**config.mk**
```make
export PLATFORM = sky130hd
export DESIGN_NAME = mdu_hilo
export DESIGN_NICKNAME = d
export VERILOG_FILES = /design/src/rtl/mdu_hilo.sv
export SDC_FILE = /design/constraint.sdc
export NUM_CORES = 1
export LEC_CHECK = 0
export CORE_ASPECT_RATIO = 0.9
export CORE_MARGIN = 2
export CORE_UTILIZATION = 51
export CTS_CLUSTER_DIAMETER = 200
export DETAILED_ROUTE_END_ITERATION = 10
export PLACE_DENSITY = 0.77
export SETUP_SLACK_MARGIN = 0.5
export SLEW_MARGIN = 20
export SYNTH_ARGS = -nofsm -noshare
export SYNTH_HDL_FRONTEND = slang
export SYNTH_SLANG_ARGS = --single-unit
```
**constraint.sdc**
```tcl
create_clock -name CLK -period 4 [get_ports CLK]
set_clock_uncertainty 0.1 [all_clocks]
set_input_delay 1.2 -clock CLK [delete_from_list [all_inputs] [get_ports CLK]]
set_output_delay 1.2 -clock CLK [all_outputs]
set_load 0.02 [all_outputs]
```
**src/rtl/mdu_hilo.sv**
```systemverilog
// mdu_hilo: iterative multiply/divide unit with architectural HI/LO registers.
// Signed and unsigned multiply use 32 shift-add steps. Signed and unsigned
// divide use 32 restoring steps. Both work on operand magnitudes, and a
// single sign-fix cycle writes HI/LO.
// Build option: define MDU_DIV_EN to compile in the divide datapath. Without
// it, divide codes are ignored.
module mdu_hilo #(
    parameter int DATA_width       = 32,
    parameter int ALUControl_width = 5
) (
    input  logic                        CLK,
    input  logic                        RST,
    input  logic                        Start,
    input  logic [ALUControl_width-1:0] ALUControl,
    input  logic [DATA_width-1:0]       SrcA,
    input  logic [DATA_width-1:0]       SrcB,
    input  logic                        MTHI,
    input  logic                        MTLO,
    output logic                        Busy,
    output logic                        Done,
    output logic [DATA_width-1:0]       HI,
    output logic [DATA_width-1:0]       LO
);
    localparam int W = DATA_width;
    localparam logic [ALUControl_width-1:0] OP_MULT  = ALUControl_width'(9);
    localparam logic [ALUControl_width-1:0] OP_MULTU = ALUControl_width'(12);
    localparam logic [ALUControl_width-1:0] OP_DIV   = ALUControl_width'(10);
`ifdef MDU_DIV_EN
    localparam logic [ALUControl_width-1:0] OP_DIVU  = ALUControl_width'(13);
`endif
    localparam logic [5:0] LAST_IT = 6'(W - 1);

    typedef enum logic [1:0] {
        S_IDLE = 2'd0,
        S_CALC = 2'd1,
        S_FIX  = 2'd2
    } state_t;

    // Magnitude of an operand. For signed codes, the most-negative value maps
    // to 2^(W-1). That value is still exact when read as unsigned.
    function automatic logic [W-1:0] abs_val(input logic [W-1:0] v, input logic is_signed);
        return (is_signed && v[W-1]) ? -v : v;
    endfunction

    function automatic logic [W-1:0] cond_neg(input logic [W-1:0] v, input logic neg);
        return neg ? -v : v;
    endfunction

    function automatic logic [2*W-1:0] cond_neg_wide(input logic [2*W-1:0] v, input logic neg);
        return neg ? -v : v;
    endfunction

    // Control state
    state_t         state_q, state_d;
    logic [5:0]     cnt_q, cnt_d;
    logic           busy_q, busy_d;
    logic           done_q, done_d;
    logic [W-1:0]   hi_q, hi_d;
    logic [W-1:0]   lo_q, lo_d;

    // Datapath state:
    //   multiply: acc = upper product word, low = multiplier, opb = multiplicand.
    //   divide:   acc = remainder,          low = dividend/quotient, opb = divisor.
    logic [W-1:0]   acc_q, acc_d;
    logic [W-1:0]   low_q, low_d;
    logic [W-1:0]   opb_q, opb_d;
    logic           neg_lo_q, neg_lo_d;
`ifdef MDU_DIV_EN
    logic           is_div_q, is_div_d;
    logic           neg_hi_q, neg_hi_d;
    logic           dz_q, dz_d;
`endif

    logic           op_mul, op_div, op_signed, accept;
    logic [W:0]     mul_sum;
    logic [W-1:0]   mul_acc_nxt, mul_low_nxt;
    logic [2*W-1:0] prod_fix;
    logic [W-1:0]   res_hi, res_lo;

    // Decode the request. Only the recognised codes start an operation, and only from IDLE.
    always_comb begin
        op_mul    = (ALUControl == OP_MULT) || (ALUControl == OP_MULTU);
`ifdef MDU_DIV_EN
        op_div    = (ALUControl == OP_DIV) || (ALUControl == OP_DIVU);
`else
        op_div    = 1'b0;
`endif
        op_signed = (ALUControl == OP_MULT) || (ALUControl == OP_DIV);
        accept    = Start && (state_q == S_IDLE) && (op_mul || op_div);
    end

    // One shift-add multiply step. The carry out of the add shifts down into the accumulator MSB.
    always_comb begin
        mul_sum     = {1'b0, acc_q} + (low_q[0] ? {1'b0, opb_q} : {(W+1){1'b0}});
        mul_acc_nxt = mul_sum[W:1];
        mul_low_nxt = {mul_sum[0], low_q[W-1:1]};
    end

`ifdef MDU_DIV_EN
    logic [W:0]   div_shift;
    logic         div_ge;
    logic [W-1:0] div_diff, div_acc_nxt, div_low_nxt;

    // One restoring-divide step. The trial difference is kept only when it
    // is non-negative. The remainder is always below the divisor, so W bits
    // are enough to hold it.
    always_comb begin
        div_shift   = {acc_q, low_q[W-1]};
        div_ge      = div_shift >= {1'b0, opb_q};
        div_diff    = div_shift[W-1:0] - opb_q;
        div_acc_nxt = div_ge ? div_diff : div_shift[W-1:0];
        div_low_nxt = {low_q[W-2:0], div_ge};
    end
`endif

    // Sign-corrected result written in FIX.
    always_comb begin
        prod_fix = cond_neg_wide({acc_q, low_q}, neg_lo_q);
        res_hi   = prod_fix[2*W-1:W];
        res_lo   = prod_fix[W-1:0];
`ifdef MDU_DIV_EN
        // On divide by zero, the remainder path already reproduces the
        // dividend. Only the quotient is forced to all ones.
        if (is_div_q) begin
            res_hi = cond_neg(acc_q, neg_hi_q);
            res_lo = dz_q ? {W{1'b1}} : cond_neg(low_q, neg_lo_q);
        end
`endif
    end

    // Next-state and next-register logic for the IDLE -> CALC -> FIX sequence.
    always_comb begin
        state_d  = state_q;
        cnt_d    = cnt_q;
        busy_d   = busy_q;
        done_d   = 1'b0;
        hi_d     = hi_q;
        lo_d     = lo_q;
        acc_d    = acc_q;
        low_d    = low_q;
        opb_d    = opb_q;
        neg_lo_d = neg_lo_q;
`ifdef MDU_DIV_EN
        is_div_d = is_div_q;
        neg_hi_d = neg_hi_q;
        dz_d     = dz_q;
`endif
        case (state_q)
            S_IDLE: begin
                if (accept) begin
                    state_d  = S_CALC;
                    cnt_d    = 6'd0;
                    busy_d   = 1'b1;
                    acc_d    = '0;
                    neg_lo_d = op_signed && (SrcA[W-1] ^ SrcB[W-1]);
                    if (op_div) begin
                        low_d = abs_val(SrcA, op_signed);
                        opb_d = abs_val(SrcB, op_signed);
                    end else begin
                        low_d = abs_val(SrcB, op_signed);
                        opb_d = abs_val(SrcA, op_signed);
                    end
`ifdef MDU_DIV_EN
                    is_div_d = op_div;
                    neg_hi_d = op_signed && SrcA[W-1];
                    dz_d     = op_div && (SrcB == '0);
`endif
                end else begin
                    // Start takes priority over mthi/mtlo in the same cycle.
                    if (MTHI) hi_d = SrcA;
                    if (MTLO) lo_d = SrcA;
                end
            end
            S_CALC: begin
                cnt_d = cnt_q + 6'd1;
                acc_d = mul_acc_nxt;
                low_d = mul_low_nxt;
`ifdef MDU_DIV_EN
                if (is_div_q) begin
                    acc_d = div_acc_nxt;
                    low_d = div_low_nxt;
                end
`endif
                if (cnt_q == LAST_IT) state_d = S_FIX;
            end
            S_FIX: begin
                hi_d    = res_hi;
                lo_d    = res_lo;
                done_d  = 1'b1;
                busy_d  = 1'b0;
                state_d = S_IDLE;
            end
            default: begin
                state_d = S_IDLE;
                busy_d  = 1'b0;
            end
        endcase
    end

    // Control and architectural registers. Reset aborts any operation and clears HI/LO.
    always_ff @(posedge CLK) begin
        if (!RST) begin
            state_q <= S_IDLE;
            cnt_q   <= 6'd0;
            busy_q  <= 1'b0;
            done_q  <= 1'b0;
            hi_q    <= '0;
            lo_q    <= '0;
        end else begin
            state_q <= state_d;
            cnt_q   <= cnt_d;
            busy_q  <= busy_d;
            done_q  <= done_d;
            hi_q    <= hi_d;
            lo_q    <= lo_d;
        end
    end

    // Datapath working registers. They are always reloaded on accept, so they need no reset.
    always_ff @(posedge CLK) begin
        acc_q    <= acc_d;
        low_q    <= low_d;
        opb_q    <= opb_d;
        neg_lo_q <= neg_lo_d;
`ifdef MDU_DIV_EN
        is_div_q <= is_div_d;
        neg_hi_q <= neg_hi_d;
        dz_q     <= dz_d;
`endif
    end

    assign Busy = busy_q;
    assign Done = done_q;
    assign HI   = hi_q;
    assign LO   = lo_q;

endmodule

```
==> run summary <==
status: finished clean
min-delay worst type: reg -> reg
count leader, synth: nand2_1
CTS Hold Bufs: 0
Longest Clk Path Bufs: 2
Core Area: 0.0218 mm2
final setup fails: 0
sw frac: 0.266
Ys Warns: 0
vias in the first global route: 9652
synthesized netlist cell count: 1288
post-DR wirelength/cell: 20.5 um
Yosys cell types: 69
R2R Path End: acc_q[31]$_SDFFCE_PN0P_
Starting Density: 0.522
PD cells: 309 mW/mm2
drt drc: 0
Synth Cell Area: 0.0114 mm2
drt pass-1 iters: 5
RSZ-0062 raised after global routing: false
Max Cap Viol: 0
reg2reg path depth: 10
fin cells: 1736
port bufs: 139
Root Driver: clkbuf_16
worst relative slew slack: 0.446
Max FO, Critical Path: 4
top-area cell type share of the netlist area: 0.256
number of nets in the layout: 1543
WHS Path Cells: 2
DR vias: 10800
worst vdd ir: 0.262 mV
Max Transition Viols Final: 0
CTS Buf Count: 17
Final min period: 3510 ps
global route overflow: 0
final core area utilization: 0.647
I/O pin count: 140
reg2reg start: low_q[0]$_DFFE_PP_
flop2flop setup slack: 660 ps
critical path launch point type: input port
Clock transition at path regs: 70 ps
internal power: 0.00320 W
Logic pwr share: 0.160
final antenna-violating net count: 0
Clk Latency, worst-skew pair: 440 ps
Yosys top cell by area: edfxtp_1
worst hold start: LO[17]$_SDFFE_PN0P_
worst slack, placed: 2.87 ps
Total Routing Usage GR: 0.293
Worst Tran Pin Value: 821 ps
Post-Route WL: 35.5 mm
first-pass GRT wire length: 53.9 mm
Leakage: 5.15 nW
Post-synth ARST share: 0
CTS tree: done
Synth Area per Inst: 8.83 um2
antenna violations before repair: 0
Clock power frac: 0.383
clock tree sinks: 171
Post-synth EDFFs: 97
FF+latch count, synth: 171
Worst Hold Endpoint: LO[17]$_SDFFE_PN0P_
Critical Path RT: 4080 ps
CP Capture Type: register
CTS H-Tree Depth: 4
Die Area: 0.0235 mm2
Post-synth top cells: nand2_1, nor2_1, o21ai_0, edfxtp_1, a21oi_1
Mapped Nets: 1399
Critical Path AT: 3590 ps
prevailing post-synth register cell: edfxtp_1
final setup TNS: 0 ps
fraction of layout cells with a size suffix above 1: 0.101
sequential share of power: 0.457
Starting DRT DRC Count: 1350
Row Count: 51
DP Wirelength: 26.8 mm
drt via density: 6.21
Tot Pwr: 0.00435 W
largest net degree at the start of global routing: 59
ANT cells: 0
layout filler cell count: 1786
sequential element share of the synthesized area: 0.387
critical path class: in -> reg
Inst Count DP: 1701
Fmax: 285 MHz
sw power: 0.00116 W
die height: 146 um
post-route setup slack: 487 ps
GPL Wtd Cong: 0.941
final-report hold violation count: 0
fin crit share: 0.878
Die W: 161 um
area grow syn2layout: 23.9%
Area contributors post-synth: edfxtp_1, dfxtp_1, xor2_1, xnor2_1, o21ai_0
==> stage by stage <==
| step | area [um2] | hold slack, ps |
|---|---|---|
| after global routing | 14100 | 390 |
| final | 14100 | 357 |
| after detailed placement | 13300 | 347 |
| after floorplan | 11400 | 347 |
| after CTS | 13900 | 356 |
| after global placement | 13300 | 346 |
==> cell usage in the layout (no fill, tap or decap), types with 9 or more instances in the layout <==
cell	netlist	routed
ha_1	36	35
xor2_1	81	81
a211o_1	9	9
clkbuf_16	0	18
clkdlybuf4s50_1	0	131
nand2_1	119	117
nand2b_1	13	12
edfxtp_1	97	97
buf_4	0	53
mux2i_1	14	14
nand4_1	19	19
a31oi_1	12	12
and2_1	35	35
o21ai_1	6	9
o211ai_1	14	14
or3_1	20	19
mux2_2	15	15
nor2_1	115	113
dfxtp_1	74	74
inv_1	18	18
a21o_1	19	19
o21ai_0	112	109
o41ai_1	12	11
o21a_1	11	11
a21oi_1	92	90
nor4_1	12	10
nor3_1	27	27
o31ai_1	27	25
a211oi_1	20	20
nand3_1	35	35
xnor2_1	66	66
==> metal layers <==
metal  track usage  vias to the layer above  share of wire
met1         0.419                     5069           0.42
met4         0.104                        0          0.030
met5             0                        -              0
met2         0.444                      621           0.45
li1              -                     5018              -
met3        0.0556                       67           0.10
==> what timing repair did <==
action                                  4_1_cts  5_1_grt
buffers inserted                              0        3
pin swaps                                     0        7
resized for setup                             6       28
endpoints found under the hold margin         0        0
gates cloned                                  0        0
endpoints found under the setup margin       10       21
==> flip-flops by register name (all words and copies together), names as in the netlist <==
register and flops:
opb_q 32, Done 1, acc_q 32, Busy 1, LO 32, HI 32
low_q 32, neg_lo_q 1, cnt_q 6, state_q 2
==> worst max-delay path, cell delays in order <==
cell	delay, ps
clkdlybuf4s50_1	450
nor2_1	320
nand4_1	310
nor2_4	190
nand2_2	80
or4_4	580
o41ai_4	330
xnor2_1	120
==> cell families after synthesis <==
logic type,share of synthesized area
buffers and inverters,0.0295
muxes,0.0282
AOI/OAI and AO/OA,0.211
and+or+nand+nor,0.190
DFF,0.387
xor gates and xnor gates,0.113
adders and majority gates,0.0414
==> power groups by stage <==
| stage | logic [W] | registers (W) | clock network [W] |
|---|---|---|---|
| global route | 0.000743 | 0.00200 | 0.00174 |
| floorplan | 0.000312 | 0.00205 | 0 |
| CTS | 0.000681 | 0.00199 | 0.00167 |
| global placement | 0.000664 | 0.00202 | 0 |
| detailed placement | 0.000675 | 0.00203 | 0 |
| finish | 0.000695 | 0.00199 | 0.00167 |
==> area by class of cell <==
cell class	instances	area, um2	area share
clock inverter	11	104	0.00737
sequential	171	4390	0.312
tap	291	364	0.0259
timing repair buffer	196	1890	0.134
clock buffer	21	492	0.0349
inverter	18	67.6	0.00480
multi-input combinational	1028	6770	0.481
==> how the worst max path moves through the flow <==
stage / endpoint / startpoint / depth (start not counted) / slack, ps
3_5_place_dp: opb_q[30]$_DFFE_PP_ / SrcA[13] / 8 / 3
3_3_place_gp: opb_q[30]$_DFFE_PP_ / SrcA[13] / 8 / 50
6_report: opb_q[30]$_DFFE_PP_ / SrcA[5] / 8 / 490
4_1_cts: low_q[24]$_DFFE_PP_ / SrcB[10] / 8 / 520
2_1_floorplan: neg_lo_q$_DFFE_PP_ / ALUControl[4] / 5 / 480
5_1_grt: acc_q[21]$_SDFFCE_PN0P_ / low_q[0]$_DFFE_PP_ / 10 / 490
Power figures use the tool's default switching activity.
